==> src/rtl/seg_scan_if.sv <==
// seg_scan_if: bundles the display-update handshake and the scanned display outputs.
//   DATA[15:0]  four hex nibbles, digit i shows DATA[4i+3:4i]
//   DP[3:0]     per-digit decimal point, active-high
//   BLANK[3:0]  per-digit blank, active-high
//   LOAD        update request, honoured only while READY=1
//   READY       a new LOAD can be accepted
//   FRAME       one-cycle pulse at frame wrap
//   SEG[7:0]    active-low segments, SEG[7]=dp, SEG[6:0]=g..a
//   DIG[3:0]    active-low digit enables, at most one low
// master = update source (drives DATA/DP/BLANK/LOAD), slave = seg_scan.
interface seg_scan_if;
  logic [15:0] DATA;
  logic [3:0]  DP;
  logic [3:0]  BLANK;
  logic        LOAD;
  logic        READY;
  logic        FRAME;
  logic [7:0]  SEG;
  logic [3:0]  DIG;

  modport master (
    output DATA, DP, BLANK, LOAD,
    input  READY, FRAME, SEG, DIG
  );

  modport slave (
    input  DATA, DP, BLANK, LOAD,
    output READY, FRAME, SEG, DIG
  );
endinterface

==> src/rtl/seg_scan.sv <==
// seg_scan: 4-digit multiplexed 7-segment scanner with frame-synchronous,
// double-buffered display updates.
//   FPGA_CLK  sole clock, rising edge
//   FPGA_RST  asynchronous, active-high reset
//   bus       seg_scan_if.slave: DATA/DP/BLANK/LOAD in, READY/FRAME/SEG/DIG out
// Each digit slot lasts SCAN_DIV cycles; the first GUARD cycles of every slot
// drive all digits off to avoid ghosting. New data is latched into a shadow
// copy and only moved to the displayed copy on a FRAME cycle, so one frame
// never mixes old and new values.
module seg_scan #(
  parameter int unsigned SCAN_DIV = 12500,
  parameter int unsigned GUARD    = 16
) (
  input logic       FPGA_CLK,
  input logic       FPGA_RST,
  seg_scan_if.slave bus
);

  localparam int unsigned PW = (SCAN_DIV > 1) ? $clog2(SCAN_DIV) : 1;
  localparam logic [PW-1:0] TermCnt  = PW'(SCAN_DIV - 1);
  localparam logic [PW-1:0] GuardCnt = PW'(GUARD);

  logic [PW-1:0] presc_q, presc_d;
  logic [1:0]    idx_q, idx_d;
  logic [15:0]   act_data_q, act_data_d, sh_data_q, sh_data_d;
  logic [3:0]    act_dp_q, act_dp_d, sh_dp_q, sh_dp_d;
  logic [3:0]    act_blank_q, act_blank_d, sh_blank_q, sh_blank_d;
  logic          pending_q, pending_d;
  logic [7:0]    seg_q, seg_d;
  logic [3:0]    dig_q, dig_d;

  logic          tc, frame, load_acc;
  logic [3:0]    nib;
  logic [6:0]    seg7;

  always_comb begin
    tc       = (presc_q == TermCnt);
    frame    = tc && (idx_q == 2'd3);
    load_acc = bus.LOAD && !pending_q;

    presc_d = tc ? '0 : presc_q + 1'b1;
    idx_d   = tc ? idx_q + 2'd1 : idx_q;

    act_data_d  = act_data_q;
    act_dp_d    = act_dp_q;
    act_blank_d = act_blank_q;
    sh_data_d   = sh_data_q;
    sh_dp_d     = sh_dp_q;
    sh_blank_d  = sh_blank_q;
    pending_d   = pending_q;

    // Commit uses the pending value held before this edge; a LOAD on the same
    // FRAME cycle can only be accepted when nothing is pending, so it waits a frame.
    if (frame && pending_q) begin
      act_data_d  = sh_data_q;
      act_dp_d    = sh_dp_q;
      act_blank_d = sh_blank_q;
      pending_d   = 1'b0;
    end
    if (load_acc) begin
      sh_data_d  = bus.DATA;
      sh_dp_d    = bus.DP;
      sh_blank_d = bus.BLANK;
      pending_d  = 1'b1;
    end

    nib = act_data_q[{idx_q, 2'b00} +: 4];
    unique case (nib)
      4'h0: seg7 = 7'h40;
      4'h1: seg7 = 7'h79;
      4'h2: seg7 = 7'h24;
      4'h3: seg7 = 7'h30;
      4'h4: seg7 = 7'h19;
      4'h5: seg7 = 7'h12;
      4'h6: seg7 = 7'h02;
      4'h7: seg7 = 7'h78;
      4'h8: seg7 = 7'h00;
      4'h9: seg7 = 7'h10;
      4'hA: seg7 = 7'h08;
      4'hB: seg7 = 7'h03;
      4'hC: seg7 = 7'h46;
      4'hD: seg7 = 7'h21;
      4'hE: seg7 = 7'h06;
      default: seg7 = 7'h0E;
    endcase

    // Outputs are registered from the current scan state, so they lag it by one cycle.
    seg_d = 8'hFF;
    dig_d = 4'hF;
    if (presc_q >= GuardCnt) begin
      dig_d = ~(4'b0001 << idx_q);
      if (!act_blank_q[idx_q]) begin
        seg_d = {~act_dp_q[idx_q], seg7};
      end
    end
  end

  always_ff @(posedge FPGA_CLK or posedge FPGA_RST) begin
    if (FPGA_RST) begin
      presc_q     <= '0;
      idx_q       <= 2'd0;
      act_data_q  <= 16'h0;
      act_dp_q    <= 4'h0;
      act_blank_q <= 4'h0;
      sh_data_q   <= 16'h0;
      sh_dp_q     <= 4'h0;
      sh_blank_q  <= 4'h0;
      pending_q   <= 1'b0;
      seg_q       <= 8'hFF;
      dig_q       <= 4'hF;
    end else begin
      presc_q     <= presc_d;
      idx_q       <= idx_d;
      act_data_q  <= act_data_d;
      act_dp_q    <= act_dp_d;
      act_blank_q <= act_blank_d;
      sh_data_q   <= sh_data_d;
      sh_dp_q     <= sh_dp_d;
      sh_blank_q  <= sh_blank_d;
      pending_q   <= pending_d;
      seg_q       <= seg_d;
      dig_q       <= dig_d;
    end
  end

  assign bus.READY = ~pending_q;
  assign bus.FRAME = frame;
  assign bus.SEG   = seg_q;
  assign bus.DIG   = dig_q;

endmodule

==> src/flat_wrapper.sv <==
// flat-port wrapper written by rule: the top's interface ports become plain ports
module seg_scan_flat 
#(
  parameter int unsigned SCAN_DIV = 12500,
  parameter int unsigned GUARD    = 16
)
  (FPGA_CLK, FPGA_RST, bus_DATA, bus_DP, bus_BLANK, bus_LOAD, bus_READY, bus_FRAME, bus_SEG, bus_DIG);
  seg_scan_if bus_i ();
  input logic FPGA_CLK;
  input logic FPGA_RST;
  input wire logic [$bits(bus_i.DATA)-1:0] bus_DATA;
  input wire logic [$bits(bus_i.DP)-1:0] bus_DP;
  input wire logic [$bits(bus_i.BLANK)-1:0] bus_BLANK;
  input wire logic [$bits(bus_i.LOAD)-1:0] bus_LOAD;
  output wire logic [$bits(bus_i.READY)-1:0] bus_READY;
  output wire logic [$bits(bus_i.FRAME)-1:0] bus_FRAME;
  output wire logic [$bits(bus_i.SEG)-1:0] bus_SEG;
  output wire logic [$bits(bus_i.DIG)-1:0] bus_DIG;
  assign bus_i.DATA = bus_DATA;
  assign bus_i.DP = bus_DP;
  assign bus_i.BLANK = bus_BLANK;
  assign bus_i.LOAD = bus_LOAD;
  assign bus_READY = bus_i.READY;
  assign bus_FRAME = bus_i.FRAME;
  assign bus_SEG = bus_i.SEG;
  assign bus_DIG = bus_i.DIG;
  seg_scan #(.SCAN_DIV(SCAN_DIV), .GUARD(GUARD)) u_core (.FPGA_CLK(FPGA_CLK), .FPGA_RST(FPGA_RST), .bus(bus_i));
endmodule
==> config.mk <==
export PLATFORM = sky130hd
export DESIGN_NAME = seg_scan_flat
export DESIGN_NICKNAME = d
export VERILOG_FILES = /design/src/rtl/seg_scan_if.sv /design/src/rtl/seg_scan.sv /design/src/flat_wrapper.sv
export SDC_FILE = /design/constraint.sdc
export NUM_CORES = 1
export LEC_CHECK = 0
export CAP_MARGIN = 10
export CORE_MARGIN = 5
export CORE_UTILIZATION = 55
export CTS_CLUSTER_DIAMETER = 40
export DETAILED_ROUTE_END_ITERATION = 12
export GPL_TIMING_DRIVEN = 0
export PLACE_DENSITY = 0.79
export RECOVER_POWER = 50
export SETUP_SLACK_MARGIN = 0.15
export SYNTH_ARGS = -nofsm -noshare
export SYNTH_HDL_FRONTEND = slang
export SYNTH_SLANG_ARGS = --single-unit
==> constraint.sdc <==
create_clock -name FPGA_CLK -period 2.9 [get_ports FPGA_CLK]
set_clock_uncertainty 0.15 [all_clocks]
set_input_delay 0.58 -clock FPGA_CLK [delete_from_list [all_inputs] [get_ports FPGA_CLK]]
set_output_delay 0.58 -clock FPGA_CLK [all_outputs]
set_load 0.01 [all_outputs]
# Yosys cells after proc, flatten, opt, wreduce, memory -nomap -nowiden

Memories as Yosys holds them, arrays and structs flattened.
Index checks and enable logic that the tools add are counted.

Register bits: 77
Memory bits (read-only): 112
Output and inout bits: 14
Word-level logic and storage cells: 38
Memories: 1

Memory list:

| memory           | words | bits a word | read ports | clocked after Yosys merged registers in | write ports | RTL line       | text |
|---|---|---|---|---|---|---|---|
| (name not given) | 16    | 7           | 1          | 0                                       | 0           | seg_scan.sv:68 | `unique case (nib)` |

$add $sub $neg: 2
Magnitude comparators: 2
Eq/ne operators: 2
Shift operators: 2
Multiplexer cells: 10
Bitwise gates (word level): 3
Reduce and logical (&&, ||, !) cells: 5

Operators by type and width:

| cell                                                                                  | number |
|---|---|
| 8-bit two-way mux                                                                     | 2 |
| 16-bit by 5-bit variable part select with 4-bit output                                | 1 |
| 14-bit by 1-bit adder with 14-bit output (second input constant)                      | 1 |
| 14-bit == test (second input constant)                                                | 1 |
| 14-bit by 5-bit greater-or-equal comparator with 1-bit output (second input constant) | 1 |
| 14-bit two-way mux                                                                    | 1 |
| 1-bit binary-select mux with 2-bit select                                             | 2 |
| 1-bit two-way mux                                                                     | 4 |
| 4-bit two-way mux                                                                     | 1 |
| 4-bit NOT                                                                             | 1 |
| 1-bit by 2-bit << shifter with 4-bit output (first input constant)                    | 1 |
| 1-bit logical AND                                                                     | 3 |
| 2-bit by 3-bit < comparator with 1-bit output (second input constant)                 | 1 |
| 2-bit by 1-bit adder with 2-bit output (second input constant)                        | 1 |
| 2-bit == test (second input constant)                                                 | 1 |
| 1-bit NOT                                                                             | 2 |
| 2-bit nonzero test                                                                    | 1 |
| 1-bit logical NOT                                                                     | 1 |

# Logic depth before layout (Yosys ltp)

Word-level depth: 5
Mapped depth: 7

# Least setup slack after synthesis

OpenSTA, ideal clock, no wires.

Kind: reg-to-output
From: register u_core.presc_q[0]
To: output port bus_FRAME
Data arrival time: 1708 ps
Required time: 2170 ps
Path slack: 462 ps
Stages on the path, launching flop included: 6
Path buffers: 0
Path through: dfrtp_1 -> ha_1 -> nand3_1 -> or4_4 -> nor2_2 -> and2_1

Word-level cells in the longest chain between the ends: 2

RTL lines:

| what                     | RTL line           | text |
|---|---|---|
| start: declaration       | seg_scan.sv:23     | `logic [PW-1:0] presc_q, presc_d;` |
| start signal: assignment | seg_scan.sv:112    | `presc_q <= presc_d;` |
| 14-bit == test           | seg_scan.sv:37     | `tc = (presc_q == TermCnt);` |
| 1-bit logical AND        | seg_scan.sv:38     | `frame = tc && (idx_q == 2'd3);` |
| end: declaration         | flat_wrapper.sv:16 | `output wire logic [$bits(bus_i.FRAME)-1:0] bus_FRAME;` |

Every way passes these cells.

# Worst setup path after layout

Ends and elaborated chain as after synthesis.

==> run summary <==
commonest cells after routing, fill and taps aside: 63 x dfrtp_1, 50 x mux2_2, 38 x clkdlybuf4s50_1, 13 x nand2_1, 13 x nand3_1
delay of the slowest critical-path stage: 0.45 ns
mapped cell area: 3440 um^2
Site Rows: 28
# IOs: 41
root buf cell: clkbuf_8
Std-Cell Core Area: 5990 um^2
Synth Area in Simple Gates: 8.84%
# DRC: 0
Worst Path Required: 2.17 ns
Final Wtd Congestion: 0.855
top post-synthesis cells by area: dfrtp_1 47%, mux2_2 16%, dfstp_2 9.2%
nets: 348
clk buf depth: 2
post-synthesis mux area share: 21.5%
final core utilization: 70.4%
largest family of logic cells by synthesized area: multiplexers
Buffers & Inverters on Critical Path: 1
flops & latches, synth: 77
minimum clock period: 2.66 ns
Placement Cell Area: 3960 um^2
Fmax: 0.375 GHz
layout cells sized above 1: 30.9%
Final HPWL DP: 4.33 mm
clock tree sinks: 77
total gr overflow: 0
type of the worst setup path: reg2out
Port Buf Inserts: 40
Die H: 89.1 um
non-filler instance count after layout: 389
DRT Pass-1 Iters: 4
WP data arrival: 1.93 ns
# setup viols final: 0
final worst-path cycle share: 91.9%
peak supply drop: 0.502 mV
Synth Area in Compound Gates: 2.44%
synthesized area per cell: 13.6 um^2
DP Cell Count: 369
largest net degree at the start of global routing: 42
final instance area: 4220 um^2
xor/xnor share of the synthesized area: 3.82%
Cells after Synth: 253
Antenna diodes: 0
Die X: 89.1 um
initial antenna violation count: 0
Total GRT Usage: 17.6%
Cell variety after synth: 34
first-pass GRT wire length: 10.5 mm
worst-path fanout max: 4
Initial DRC Count: 86
clock latency on the worst-skew pair: 0.34 ns
Critical Path Source Type: flop
Crit. End Element: output port
Fillers: 398
Leakage Power: 0.00191 uW
Crit path max-delay family: simple AND/OR/NAND/NOR gates
status: complete, but fails checks
CTS tree: done
vias: 2128
CP cell instances: ha_4, nand3_1, or4_4, nor2_4, and2_1, clkdlybuf4s15_1
Starting Density: 57.4%
number of buffers created by CTS: 9
failing checks: capacitance limit, slew limit
asr flop ratio synth: 100%
Slew Limit Fails: 37
Slowest cell on crit path: or4_4
max-cap violations: 1
class of the tightest hold or removal check: reg2reg
cell taking the most area after synthesis: dfrtp_1
Layout area overhead: 22.7%
Die ar.: 7940 um^2
Main synth FF type: dfrtp_1
RSZ-0062 raised after global routing: false
Hold Buf Count CTS: 0
Routed Antenna Nets: 0
clock slew at reported path FFs: 0.07 ns
relative slew slack: -7.10%
Yosys top cell area share: 47.3%
vias in the first global route: 2163
Slew @ Worst Pin: 1.60 ns
sequential share of the synthesized area: 56.5%
H-tree levels: 3
YS warnings: 0
Synth Area in Adders: 4.37%
total wire length: 6.12 mm
WL/cell: 15.7 um
most common cell after layout, fill and taps aside: dfrtp_1
syn nets: 292
final-report hold violation count: 0
Cell Pwr Density: 498 nW/um^2
Post-synth EDFFs: 0
Vias/cell: 5.47
## worst reg2reg max path, cell delays in order, from the launching register on
cell	delay, ns
dfrtp_1	0.38
buf_2	0.27
mux4_2	0.63
ha_1	0.29
or2_2	0.33
a21oi_1	0.19
o21ai_0	0.11
## logic make-up (layout without fill, tap and decap cells)
group / Yosys count / in the layout
AOI/OAI and AO/OA: 13 / 13
xor gates and xnor gates: 15 / 15
adders and majority gates: 12 / 12
buffers and inverters: 19 / 80
DFF: 77 / 77
muxes: 59 / 59
and+or+nand+nor: 58 / 58
## metal layers
metal	global-route usage [%]	share of wire, %
met5	0	0
met2	28.7	50
met4	6.36	1.1
met3	5.07	5.8
met1	22.6	43
## state kept, by name, indices dropped and copies added, names as in the netlist
signal / cells
u_core.act_blank_q: 4
u_core.idx_q: 2
u_core.presc_q: 14
u_core.sh_blank_q: 4
u_core.bus.SEG: 8
u_core.sh_dp_q: 4
u_core.sh_data_q: 16
u_core.pending_q: 1
u_core.act_data_q: 16
u_core.bus.DIG: 4
u_core.act_dp_q: 4
## Yosys cell counts, types with 2 or more instances
master	count
nor3_1	2
clkbuf_1	7
mux2i_1	2
nand3_1	13
nand2_1	13
o21ai_0	5
ha_1	12
o21a_1	2
dfrtp_1	65
nor3b_1	2
mux2_2	50
nor2b_1	2
xor2_1	9
xnor2_1	6
nor2_1	11
mux4_2	7
and2_1	2
o211ai_1	3
buf_6	2
inv_1	9
dfstp_2	12
and3_1	5
## final timing paths
check                      depth (start not counted)                   end               start  slack, ns
hold reg to reg                                    1    u_core.presc_q[11]  u_core.presc_q[11]       0.35
setup / recovery                                   6             bus_FRAME   u_core.presc_q[0]       0.24
max in group asynchronous                          3     u_core.bus.SEG[6]            FPGA_RST       0.81
hold / removal                                     1    u_core.presc_q[11]  u_core.presc_q[11]       0.35
setup reg to reg                                   6     u_core.bus.SEG[3]     u_core.idx_q[0]       0.47
min in group asynchronous                          2  u_core.sh_blank_q[0]            FPGA_RST       0.92
## timing repair
action | in CTS | in global routing
pin swaps | 2 | 0
cloned | 0 | 0
endpoints found under the setup margin | 1 | 1
setup buffers | 4 | 0
gates resized for setup | 6 | 1
## area by class of cell
class,count,area (um^2),area share [%]
Multi-Input combinational cell,157,1430,33.8
Inverter,9,35.0,0.830
Buffer,10,53.8,1.28
Sequential cell,77,1940,46.1
Clock inverter,3,68.8,1.63
Timing Repair Buffer,45,447,10.6
Clock buffer,13,149,3.53
Tap cell,75,93.8,2.22
## through the flow
stage	hold slack [ns]	power [uW]	worst slack, ns	setup TNS, ns
3_5_place_dp	0.333	1250	-0.206	-0.206
4_1_cts	0.348	2130	0.191	0
3_3_place_gp	0.331	1240	-0.916	-62.10
2_1_floorplan	0.306	1190	0.223	0
5_1_grt	0.360	2180	0.166	0
6_report	0.345	2100	0.235	0
## power breakdown
part           switching (uW)  internal (uW)  total (uW)
clock                     364            511         875
combinational            33.9           61.1        95.0
sequential               19.0           1110        1130
total                     416           1690        2100
No activity file was read; power rests on OpenSTA's default activity.
